$ cat src/rtl/wbmic_ctrl.sv
// Wishbone sampling controller for the PMod MIC ADC; feeds samples to an external FIFO.
// Optional interrupt logic is compiled in when WBMIC_INTERRUPT_EN is defined.
module wbmic_ctrl #(
    parameter int unsigned SCKDIV = 4,
    parameter int unsigned DIVW   = 20
) (
    input  logic        i_clk,
    input  logic        i_rst_n,
    input  logic        i_wb_cyc,
    input  logic        i_wb_stb,
    input  logic        i_wb_we,
    input  logic [1:0]  i_wb_addr,
    input  logic [31:0] i_wb_data,
    output logic        o_wb_ack,
    output logic        o_wb_stall,
    output logic [31:0] o_wb_data,
    output logic        o_csn,
    output logic        o_sck,
    input  logic        i_miso,
    output logic        o_fifo_rst,
    output logic        o_fifo_wr,
    output logic [11:0] o_fifo_data,
    output logic        o_fifo_rd,
    input  logic        i_fifo_empty_n,
    input  logic [11:0] i_fifo_data,
    input  logic [15:0] i_fifo_status,
    input  logic        i_fifo_err,
    output logic        o_int
);

    localparam int unsigned SW = (SCKDIV > 1) ? $clog2(SCKDIV) : 1;
    localparam logic [SW-1:0] SubLast = SW'(SCKDIV - 1);

    typedef enum logic [1:0] {StIdle, StConv, StQuiet} state_e;

    logic wb_req, wr_req, rd_req, wr_ctrl;
    logic en_q, en_d;
    logic late_q, late_d, late_clr;
    logic [DIVW-1:0] div_q, div_d;
    logic [DIVW-1:0] cnt_q, cnt_d;
    logic tick;
    logic fifo_rst_q, fifo_rst_d;
    logic ack_q;
    logic [31:0] rdata_q, rdata_d;
    logic int_en_rd;

    state_e state_q, state_d;
    logic [SW-1:0] sub_q, sub_d;
    logic [4:0] half_q, half_d;
    logic [11:0] shift_q, shift_d;
    logic csn_q, csn_d;
    logic sck_q, sck_d;
    logic wr_q, wr_d;
    logic [11:0] fdata_q, fdata_d;

    // Bits 27:20 of control writes carry nothing; fold all write data into an unused sink.
    logic unused_wdata;
    assign unused_wdata = ^i_wb_data;

    assign wb_req  = i_wb_cyc & i_wb_stb;
    assign wr_req  = wb_req & i_wb_we;
    assign rd_req  = wb_req & ~i_wb_we;
    assign wr_ctrl = wr_req && (i_wb_addr == 2'd0);

    assign o_wb_ack    = ack_q;
    assign o_wb_stall  = 1'b0;
    assign o_wb_data   = rdata_q;
    assign o_csn       = csn_q;
    assign o_sck       = sck_q;
    assign o_fifo_rst  = fifo_rst_q;
    assign o_fifo_wr   = wr_q;
    assign o_fifo_data = fdata_q;
    assign o_fifo_rd   = rd_req && (i_wb_addr == 2'd2) && i_fifo_empty_n;

    always_comb begin
        en_d       = en_q;
        div_d      = div_q;
        fifo_rst_d = 1'b0;
        late_clr   = 1'b0;
        if (wr_ctrl) begin
            en_d       = i_wb_data[31];
            fifo_rst_d = i_wb_data[29];
            late_clr   = i_wb_data[28];
        end
        if (wr_req && (i_wb_addr == 2'd1)) begin
            div_d = i_wb_data[DIVW-1:0];
        end
    end

    always_comb begin
        rdata_d = rdata_q;
        if (rd_req) begin
            unique case (i_wb_addr)
                2'd0:    rdata_d = {en_q, int_en_rd, i_fifo_err, late_q, 12'h000, i_fifo_status};
                2'd1:    rdata_d = 32'(div_q);
                2'd2:    rdata_d = {i_fifo_empty_n, 19'h00000, i_fifo_data};
                default: rdata_d = 32'h0000_0000;
            endcase
        end
    end

    // Pacing counter: held at the divider value while disabled, so enabling starts a full period.
    always_comb begin
        tick  = 1'b0;
        cnt_d = cnt_q;
        if (!en_q) begin
            cnt_d = div_q;
        end else if (cnt_q == '0) begin
            tick  = 1'b1;
            cnt_d = div_q;
        end else begin
            cnt_d = cnt_q - DIVW'(1);
        end
    end

    always_comb begin
        state_d = state_q;
        sub_d   = sub_q;
        half_d  = half_q;
        shift_d = shift_q;
        csn_d   = csn_q;
        sck_d   = sck_q;
        wr_d    = 1'b0;
        fdata_d = fdata_q;
        late_d  = late_q;
        if (tick && (state_q != StIdle)) begin
            late_d = 1'b1;
        end
        if (late_clr) begin
            late_d = 1'b0;
        end
        unique case (state_q)
            StIdle: begin
                csn_d  = 1'b1;
                sck_d  = 1'b1;
                sub_d  = '0;
                half_d = '0;
                if (tick) begin
                    state_d = StConv;
                    csn_d   = 1'b0;
                end
            end
            StConv: begin
                if (!en_d) begin
                    state_d = StQuiet;
                    csn_d   = 1'b1;
                    sck_d   = 1'b1;
                    sub_d   = '0;
                end else if (sub_q == SubLast) begin
                    sub_d  = '0;
                    half_d = half_q + 5'd1;
                    sck_d  = ~sck_q;
                    // Odd half-periods are SCK low; their end is a rising edge.
                    if (half_q[0]) begin
                        shift_d = {shift_q[10:0], i_miso};
                    end
                    if (half_q == 5'd31) begin
                        state_d = StQuiet;
                        csn_d   = 1'b1;
                        sck_d   = 1'b1;
                        wr_d    = 1'b1;
                        fdata_d = shift_d;
                    end
                end else begin
                    sub_d = sub_q + SW'(1);
                end
            end
            StQuiet: begin
                if (sub_q == SubLast) begin
                    state_d = StIdle;
                    sub_d   = '0;
                end else begin
                    sub_d = sub_q + SW'(1);
                end
            end
            default: state_d = StIdle;
        endcase
    end

    always_ff @(posedge i_clk or negedge i_rst_n) begin
        if (!i_rst_n) begin
            en_q       <= 1'b0;
            late_q     <= 1'b0;
            div_q      <= '0;
            cnt_q      <= '0;
            fifo_rst_q <= 1'b1;
            ack_q      <= 1'b0;
            rdata_q    <= '0;
            state_q    <= StIdle;
            sub_q      <= '0;
            half_q     <= '0;
            shift_q    <= '0;
            csn_q      <= 1'b1;
            sck_q      <= 1'b1;
            wr_q       <= 1'b0;
            fdata_q    <= '0;
        end else begin
            en_q       <= en_d;
            late_q     <= late_d;
            div_q      <= div_d;
            cnt_q      <= cnt_d;
            fifo_rst_q <= fifo_rst_d;
            ack_q      <= wb_req;
            rdata_q    <= rdata_d;
            state_q    <= state_d;
            sub_q      <= sub_d;
            half_q     <= half_d;
            shift_q    <= shift_d;
            csn_q      <= csn_d;
            sck_q      <= sck_d;
            wr_q       <= wr_d;
            fdata_q    <= fdata_d;
        end
    end

`ifdef WBMIC_INTERRUPT_EN
    logic int_en_q, int_en_d;
    logic int_q, int_d;

    always_comb begin
        int_en_d = int_en_q;
        if (wr_ctrl) begin
            int_en_d = i_wb_data[30];
        end
        int_d = int_en_q & (i_fifo_status[1] | i_fifo_err);
    end

    always_ff @(posedge i_clk or negedge i_rst_n) begin
        if (!i_rst_n) begin
            int_en_q <= 1'b0;
            int_q    <= 1'b0;
        end else begin
            int_en_q <= int_en_d;
            int_q    <= int_d;
        end
    end

    assign int_en_rd = int_en_q;
    assign o_int     = int_q;
`else
    assign int_en_rd = 1'b0;
    assign o_int     = 1'b0;
`endif

endmodule

$ cat config.mk
export PLATFORM = sky130hd
export DESIGN_NAME = wbmic_ctrl
export DESIGN_NICKNAME = d
export VERILOG_FILES = /design/src/rtl/wbmic_ctrl.sv
export SDC_FILE = /design/constraint.sdc
export NUM_CORES = 1
export LEC_CHECK = 0
export ABC_AREA = 1
export BUFFER_PORTS_ARGS = -buffer_cell sky130_fd_sc_hd__buf_2
export CORE_MARGIN = 2
export CORE_UTILIZATION = 58
export DETAILED_ROUTE_END_ITERATION = 7
export PLACE_DENSITY = 0.91
export SLEW_MARGIN = 5
export SYNTH_ARGS = -nofsm -noshare
export SYNTH_HDL_FRONTEND = slang
export SYNTH_SLANG_ARGS = --single-unit
export TNS_END_PERCENT = 30
$ cat constraint.sdc
create_clock -name i_clk -period 2.72 [get_ports i_clk]
set_clock_uncertainty 0.05 [all_clocks]
set_input_delay 0.408 -clock i_clk [delete_from_list [all_inputs] [get_ports i_clk]]
set_output_delay 0.408 -clock i_clk [all_outputs]
set_load 0.01 [all_outputs]
==> impl_results.md, run 1 <==
* Rows at 34
* RePlAce Congestion at 0.8866
* Setup Total Neg Slack at 0 ns
* Cell area after synthesis at 0.005050 mm^2
* Cts-stage hold buffer count at 1
* Final Cycle Share at 74.27%
* Transition at the pin with the smallest max-transition slack at 0.6263 ns
* Most repeated library cell on the critical path: nand2_1
* Quantity of I/O buffers inserted on ports at 101
* Count of synthesis-stage warnings from yosys at 0
* Routed vias/inst at 5.347
* Crit path launch type: flip-flop
* Arrival time of the worst setup path at 2.27 ns
* Global-route wire length before repair at 20010 um
* CTS root buffer: clkbuf_8
* Maximum ir drop on the vdd rail at 0.0003835 V
* Tot GR Track Use at 26.04%
* Total die area at 0.009469 mm^2
* Post-route ant nets at 0
* Run status: completed
* GR Overflow Total at 0
* Chip width at 97.31 um
* Type of the worst setup path: flip-flop to flip-flop
* Required time of the critical path at 2.97 ns
* TritonCTS clock tree: built
* Number of ports placed on the die boundary at 122
* TritonRoute pass-1 iters at 5
* Worst-path cell with the longest stage delay: dfrtp_1
* Starting density of the core at 58.77%
* Clock sink count at 103
* Class of the tightest hold or removal check: input port to flip-flop
* Final setup violation count at 0
* H-tree level count at 3
* Number of antenna cells inserted at 0
* Slowest cell delay on critical path at 0.35 ns
* Final wirelength at 11750 um
* Final critical-path setup slack at 0.6998 ns
* Synthesis-stage register bit count at 103
* Critical path capture point type: flip-flop
* Seq. cell area at 0.002581 mm^2
* Top post-synthesis cells by area: dfrtp_1 50%, nand2_1 12%, o21ai_0 8.3%, inv_1 4.5%, nor2_1 4.1%
* Drc violations at 0
* Total clock buffers created by CTS at 9
* Critical path cell sequence: buf_4 -> ha_1 -> nand2_1 -> nor2_1 -> ha_1 -> inv_1 -> nor2_4 -> nand2_1 -> nand2_1
* Gates resized, CTS repair at 0
* Area occupied by multi-input gates at 0.002053 mm^2
* Average footprint of a synthesized cell at 8.319 um^2
* Vias in the first global route at 4318
* Number of maximum-capacitance violations at 0
* Total via count in the routed design at 4363
* Fraction of the yosys area taken by sequential cells at 51.11%
* Max Slew Vio Count at 0
* Fill cell total of the finished layout at 677
* Bufs and invs on worst path at 2
* Number of design-rule violations left by the first detailed-router iteration at 246
* Largest net degree at the start of global routing at 57
* Distinct cells, synth at 38
* Power density cells at 727.1 mW/mm^2
* Minimum period implied by the final worst setup slack at 2.020 ns
* Synthesized instance count at 607
* Final hold vios at 0
* Initial antenna violation count at 0
* Average wire length per cell after detail routing at 14.40 um
* Placed wire-length estimate after detailed placement at 8549 um
* Area share of the largest cell type after synthesis at 49.55%
* Clock slew at reported path FFs at 0.09 ns
* Placeable core area at 0.008593 mm^2
* Clock network latency to the later pin of the worst-skew pair at 0.37 ns
* Peak Freq at 495.0 MHz
* Normalized max-slew margin at 58.24%
* Ratio of cells with drive above 1 in the final layout at 19.63%
* Unrepaired setup endpoints after global routing: false
* Pre-CTS setup slack at 0.7088 ns
* Maximum number of buffers from clock root to sink at 2
* Cell type group with the largest total delay on the critical path: simple AND/OR/NAND/NOR gates
* Fin nets at 782
* Post-synthesis to final-layout area growth at 14.00%
* Cell type with the largest total area after synthesis: dfrtp_1
* Peak fanout along the critical path at 26
* Die height at 97.31 um
* Total leakage power at 2.915 nW
* Setup bufs post-CTS at 0
-- registers in the layout, indices dropped and copies added (netlist names), 2 cells and up --
name / cells
half_q: 5
state_q: 2
o_fifo_data: 12
shift_q: 12
o_wb_data: 23
sub_q: 2
cnt_q: 20
div_q: 20
-- worst register-to-register path, cell delays in order, from the launching register on --
cell,delay [ns]
dfrtp_1,0.35
buf_4,0.26
ha_1,0.22
nand2_1,0.08
nor2_1,0.10
ha_1,0.18
inv_1,0.20
nor2_4,0.35
nand2_1,0.09
nand2_1,0.08
-- where the power goes --
group | total, mW | switching, mW | internal, mW
combinational | 1.24 | 0.768 | 0.472
clock | 0.834 | 0.498 | 0.335
sequential | 2.11 | 0.247 | 1.87
-- layout make-up --
class / count / area share, %
Multi-Input combinational cell: 416 / 35.67
Timing Repair Buffer: 110 / 10.26
Tap cell: 108 / 2.347
Sequential cell: 103 / 44.84
Clock buffer: 13 / 2.413
Clock inverter: 3 / 0.3695
Inverter: 63 / 4.108
-- Yosys cell counts (all sizes together) --
cell    count
a21boi      1
a21oi       8
a221oi      9
a22o        2
a31oi       4
buf        21
clkbuf     14
clkinv      1
conb        1
dfrtp     100
dfstp       3
ha          9
inv        62
mux2        3
nand2     169
nand3      19
nand3b      2
nand4       5
nor2       59
nor3        4
nor4        1
o21a        1
o21ai      88
o31ai       4
or2         2
xnor2       5
xor2       10
-- worst paths after layout --
kind	startpoint	end	slack (ns)	cells past startpoint
setup reg to reg	half_q[0]	o_fifo_data[9]	0.70	9
setup / recovery	half_q[0]	o_fifo_data[9]	0.70	9
max in group asynchronous	i_rst_n	o_fifo_rst	1.42	3
hold / removal	i_wb_data[29]	o_fifo_rst	0.16	3
hold reg to reg	cnt_q[0]	cnt_q[0]	0.43	1
min in group asynchronous	i_rst_n	o_wb_data[19]	0.49	2
-- layer usage --
metal	global-route usage [%]	up-vias	part of all wire, %
li1	-	2108	-
met1	32.91	2085	40
met2	45.30	141	51
met3	5.252	29	6.5
met4	8.333	0	2.3
met5	0	-	0
-- cells in the final DEF (no fill, tap or decap), drive strengths merged --
| cell type | count |
|---|---|
| nand2 | 169 |
| buf | 109 |
| dfrtp | 100 |
| o21ai | 88 |
| inv | 62 |
| nor2 | 59 |
| nand3 | 19 |
| clkbuf | 13 |
| conb | 11 |
| xor2 | 10 |
| a221oi | 9 |
| ha | 9 |
| a21oi | 8 |
| xnor2 | 5 |
| nand4 | 5 |
| o31ai | 4 |
| a31oi | 4 |
| nor3 | 4 |
| mux2 | 3 |
| dfstp | 3 |
| clkinv | 3 |
| nand3b | 2 |
| a22o | 2 |
| or2 | 2 |
| a21boi | 1 |
| nor4 | 1 |
| o21a | 1 |
| clkinvlp | 1 |
| dlygate4sd3 | 1 |
-- cell families (layout without fill, tap and decap cells) --
kind of cell,Yosys count,in the layout,synth area share (%)
fa+ha+maj,9,9,2.230
other cells,1,11,0.07426
buf+inv,98,189,8.969
compound gates,117,117,12.81
xor+xnor,15,15,2.601
mux,3,3,0.6689
simple gates,261,261,21.53
flops,103,103,51.12
-- through the flow --
| step | util [%] | cells | total power [mW] | area [um^2] | hold WS [ns] |
|---|---|---|---|---|---|
| detailed placement | 65.01 | 799 | 3.356 | 5587 | 0.3540 |
| finish | 66.99 | 816 | 4.186 | 5757 | 0.1627 |
| global route | 66.99 | 816 | 4.499 | 5757 | 0.1438 |
| floorplan | - | 617 | 2.975 | 5087 | 0.06241 |
| CTS | 66.99 | 816 | 4.198 | 5757 | 0.1486 |
| global placement | 65.01 | 799 | 3.284 | 5587 | 0.3465 |
(Power assumes the default switching activity.)
==> run 2: changes to the inputs <==
Settings changed: ABC_AREA 1 to 0, CORE_UTILIZATION 58 to 53, PLACE_DENSITY 0.91 to 0.85.
Clock period 2.72 ns to 1.92 ns, I/O delays scaled along.
==> run 2 against run 1 <==
  * The run now ends with setup timing left
  * Worst hold slack got worse by 0.13 ns
  * Sequential power up 34%
  * Sequential share of layout area down 3.0 points
  * Global-route usage up 1.1 points
  * Cell area increased by 7.1%
  * Sequential cell count is the same
  * Via count is 6.7% lower
  * Clock power grew 55%
  * First-iteration DRC count rose by 42%
==> impl_results.md, run 2 <==
* TritonCTS clock tree: built
* Top post-synthesis cells by area: dfrtp_1 52%, mux2_2 7.4%, mux2i_1 6.8%, nand2_1 4.7%, o21ai_0 4.2%
* Unrepaired setup endpoints after global routing: true
* Max Slew Vio Count at 0
* Required time of the critical path at 2.14 ns
* Total clock buffers created by CTS at 9
* Most used standard cells in the synthesized netlist: 100 x dfrtp_1, 61 x nand2_1, 41 x o21ai_0
* Class of the tightest hold or removal check: input port to flip-flop
* Power density cells at 987.3 mW/mm^2
* Run status: finished with violations
* Final setup violation count at 24
* Count of synthesis-stage warnings from yosys at 0
* Arrival time of the worst setup path at 2.58 ns
* Peak Freq at 424.5 MHz
* Global-route wire length before repair at 20750 um
* Rows at 34
* Tot GR Track Use at 27.12%
* Area share of the largest cell type after synthesis at 51.67%
* Largest net degree at the start of global routing at 42
* Maximum number of buffers from clock root to sink at 2
* TritonRoute pass-1 iters at 5
* Cell type with the largest total area after synthesis: dfrtp_1
* Starting density of the core at 55.00%
* Detail Route met2 WL at 6577 um
* Critical path capture point type: flip-flop
* Overall power consumption at 6.088 mW
* Final hold vios at 0
* Minimum period implied by the final worst setup slack at 2.356 ns
* Placed Cells incl. Taps at 684
* Average wire length per cell after detail routing at 18.32 um
* Distinct cells, synth at 39
* Most common library cell in the layout ignoring fill and taps: buf_2
* Peak fanout along the critical path at 6
* Drc violations at 0
* Transition at the pin with the smallest max-transition slack at 0.6290 ns
* Total die area at 0.009919 mm^2
* WL met1 at 5178 um
* Post-route ant nets at 0
* Normalized max-slew margin at 57.68%
* Final instance area at 0.006166 mm^2
* Quantity of I/O buffers inserted on ports at 101
* Worst reg2reg setup slack at -0.44 ns
* Commonest cells after routing, fill and taps aside: 101 x buf_2, 100 x dfrtp_1, 53 x nand2_1
* Total via count in the routed design at 4070
* Highest metal layer used by the detailed router: met4
* Number of ports placed on the die boundary at 122
* Clock slew at reported path FFs at 0.10 ns
* Synthesized instance count at 460
* Number of design-rule violations left by the first detailed-router iteration at 350
* Die height at 99.60 um
* Average footprint of a synthesized cell at 10.53 um^2
* Number of antenna cells inserted at 0
* Most common cell in the netlist: dfrtp_1
* Fin nets at 676
* Initial antenna violation count at 0
* Final Cycle Share at 122.7%
* Startpoint of the worst hold path: i_wb_data[28]
* Fraction of the yosys area taken by sequential cells at 53.29%
* Synthesis-stage register bit count at 103
* Total leakage power at 3.066 nW
* Placeable core area at 0.008806 mm^2
* Number of maximum-capacitance violations at 0
* Vias in the first global route at 4065
* Maximum ir drop on the vdd rail at 0.0004953 V
* Failing checks: setup timing
* End point of the worst hold path: late_q
* Worst-case reg-to-reg path depth at 7
* Placed wire-length estimate after detailed placement at 8624 um
* Routed length on met3 at 818 um
* CTS root buffer: clkbuf_8
* Final wirelength at 13010 um
* Number of synthesized flops with an enable pin at 0
* Count of non-filler cells in the finished layout at 710
* Final critical-path setup slack at -0.4356 ns
* Type of the worst setup path: flip-flop to flip-flop
* Placed instance area at 0.005741 mm^2
* Worst hold path depth at 2
* Clock sink count at 103
* R2R Path Start: cnt_q[13]
* Crit path launch type: flip-flop
* Chip width at 99.60 um
* Post-layout utilization of the core at 70.02%
* Ys flop type: dfrtp_1
* Clock network latency to the later pin of the worst-skew pair at 0.38 ns
* RePlAce Congestion at 0.8162
* Terminus of the critical flop-to-flop path: cnt_q[3]
* Max reg flops at 23
* Cell area after synthesis at 0.004843 mm^2
* H-tree level count at 3
* Synth async-reset ratio at 100.0%
* Ratio of cells with drive above 1 in the final layout at 39.04%
* Fin Hold WS at 0.03175 ns
* GR Overflow Total at 0
* Post-synthesis to final-layout area growth at 27.31%
* Routed vias/inst at 5.732
-- run 2: changes by cell type after synthesis, sizes merged, moves of 8 or more --
cell	before	now
a221oi	9	0
inv	62	6
nand3	19	6
a21oi	8	30
clkbuf	14	22
o21ai	88	41
buf	21	13
mux2i	0	33
xnor2	5	13
nor2	59	33
mux2	3	32
nand2	169	61
-- run 2: critical path, stage by stage (launching register included) --
cell	delay [ns]
dfrtp_1	0.40
or4_4	0.54
or4_4	0.46
o31ai_4	0.27
buf_6	0.19
buf_12	0.12
a21oi_2	0.04
a21o_1	0.18
-- run 2: power by group --
part	leakage [nW]	switching [mW]	internal, mW
Clock	0.0919	0.806	0.488
Combinational	1.63	1.04	0.918
Sequential	1.34	0.317	2.51
Total	3.07	2.17	3.92
-- run 2: worst max-delay path by stage --
stage | from | endpoint | slack [ns]
floorplan | cnt_q[11] | state_q[1] | -0.37
global placement | cnt_q[13] | state_q[1] | -0.37
detailed placement | cnt_q[13] | state_q[1] | -0.41
CTS | cnt_q[13] | state_q[1] | -0.42
global route | cnt_q[13] | cnt_q[3] | -0.49
finish | cnt_q[13] | cnt_q[3] | -0.44
-- run 2: cell families after synthesis --
family	after synthesis	synth area share (%)
xor+xnor	16	2.893
buf+inv	41	4.030
flops	103	53.29
fa+ha+maj	9	2.325
compound gates	90	10.54
other cells	1	0.07743
mux	65	14.26
simple gates	135	12.58
-- run 2: cell type report --
| cell class | instances | area, um^2 |
|---|---|---|
| Clock buffer | 9 | 123.9 |
| Clock inverter | 7 | 55.05 |
| Fill cell | 581 | 2640 |
| Inverter | 6 | 22.52 |
| Multi-Input combinational cell | 326 | 2235 |
| Sequential cell | 103 | 2581 |
| Tap cell | 108 | 135.1 |
| Timing Repair Buffer | 151 | 1013 |
-- run 2: routing by layer --
layer | vias to the layer above | GRT usage, %
li1 | 1851 | -
met1 | 1978 | 34.29
met2 | 197 | 45.27
met3 | 44 | 5.411
met4 | 0 | 12.33
met5 | - | 0
-- run 2: repair_timing --
item	4_1_cts	5_1_grt
gates resized for setup	33	15
gates cloned	4	0
buffers inserted	2	4
pin swaps	3	3
hold endpoints to repair	35	0
hold buffers	1	0
setup endpoints to repair	24	50
-- run 2: stage by stage --
stage	worst slack (ns)	setup TNS (ns)
floorplan	-0.3711	-9.346
global placement	-0.3708	-6.476
detailed placement	-0.4129	-7.671
CTS	-0.4199	-7.065
global route	-0.4858	-9.616
finish	-0.4356	-7.952
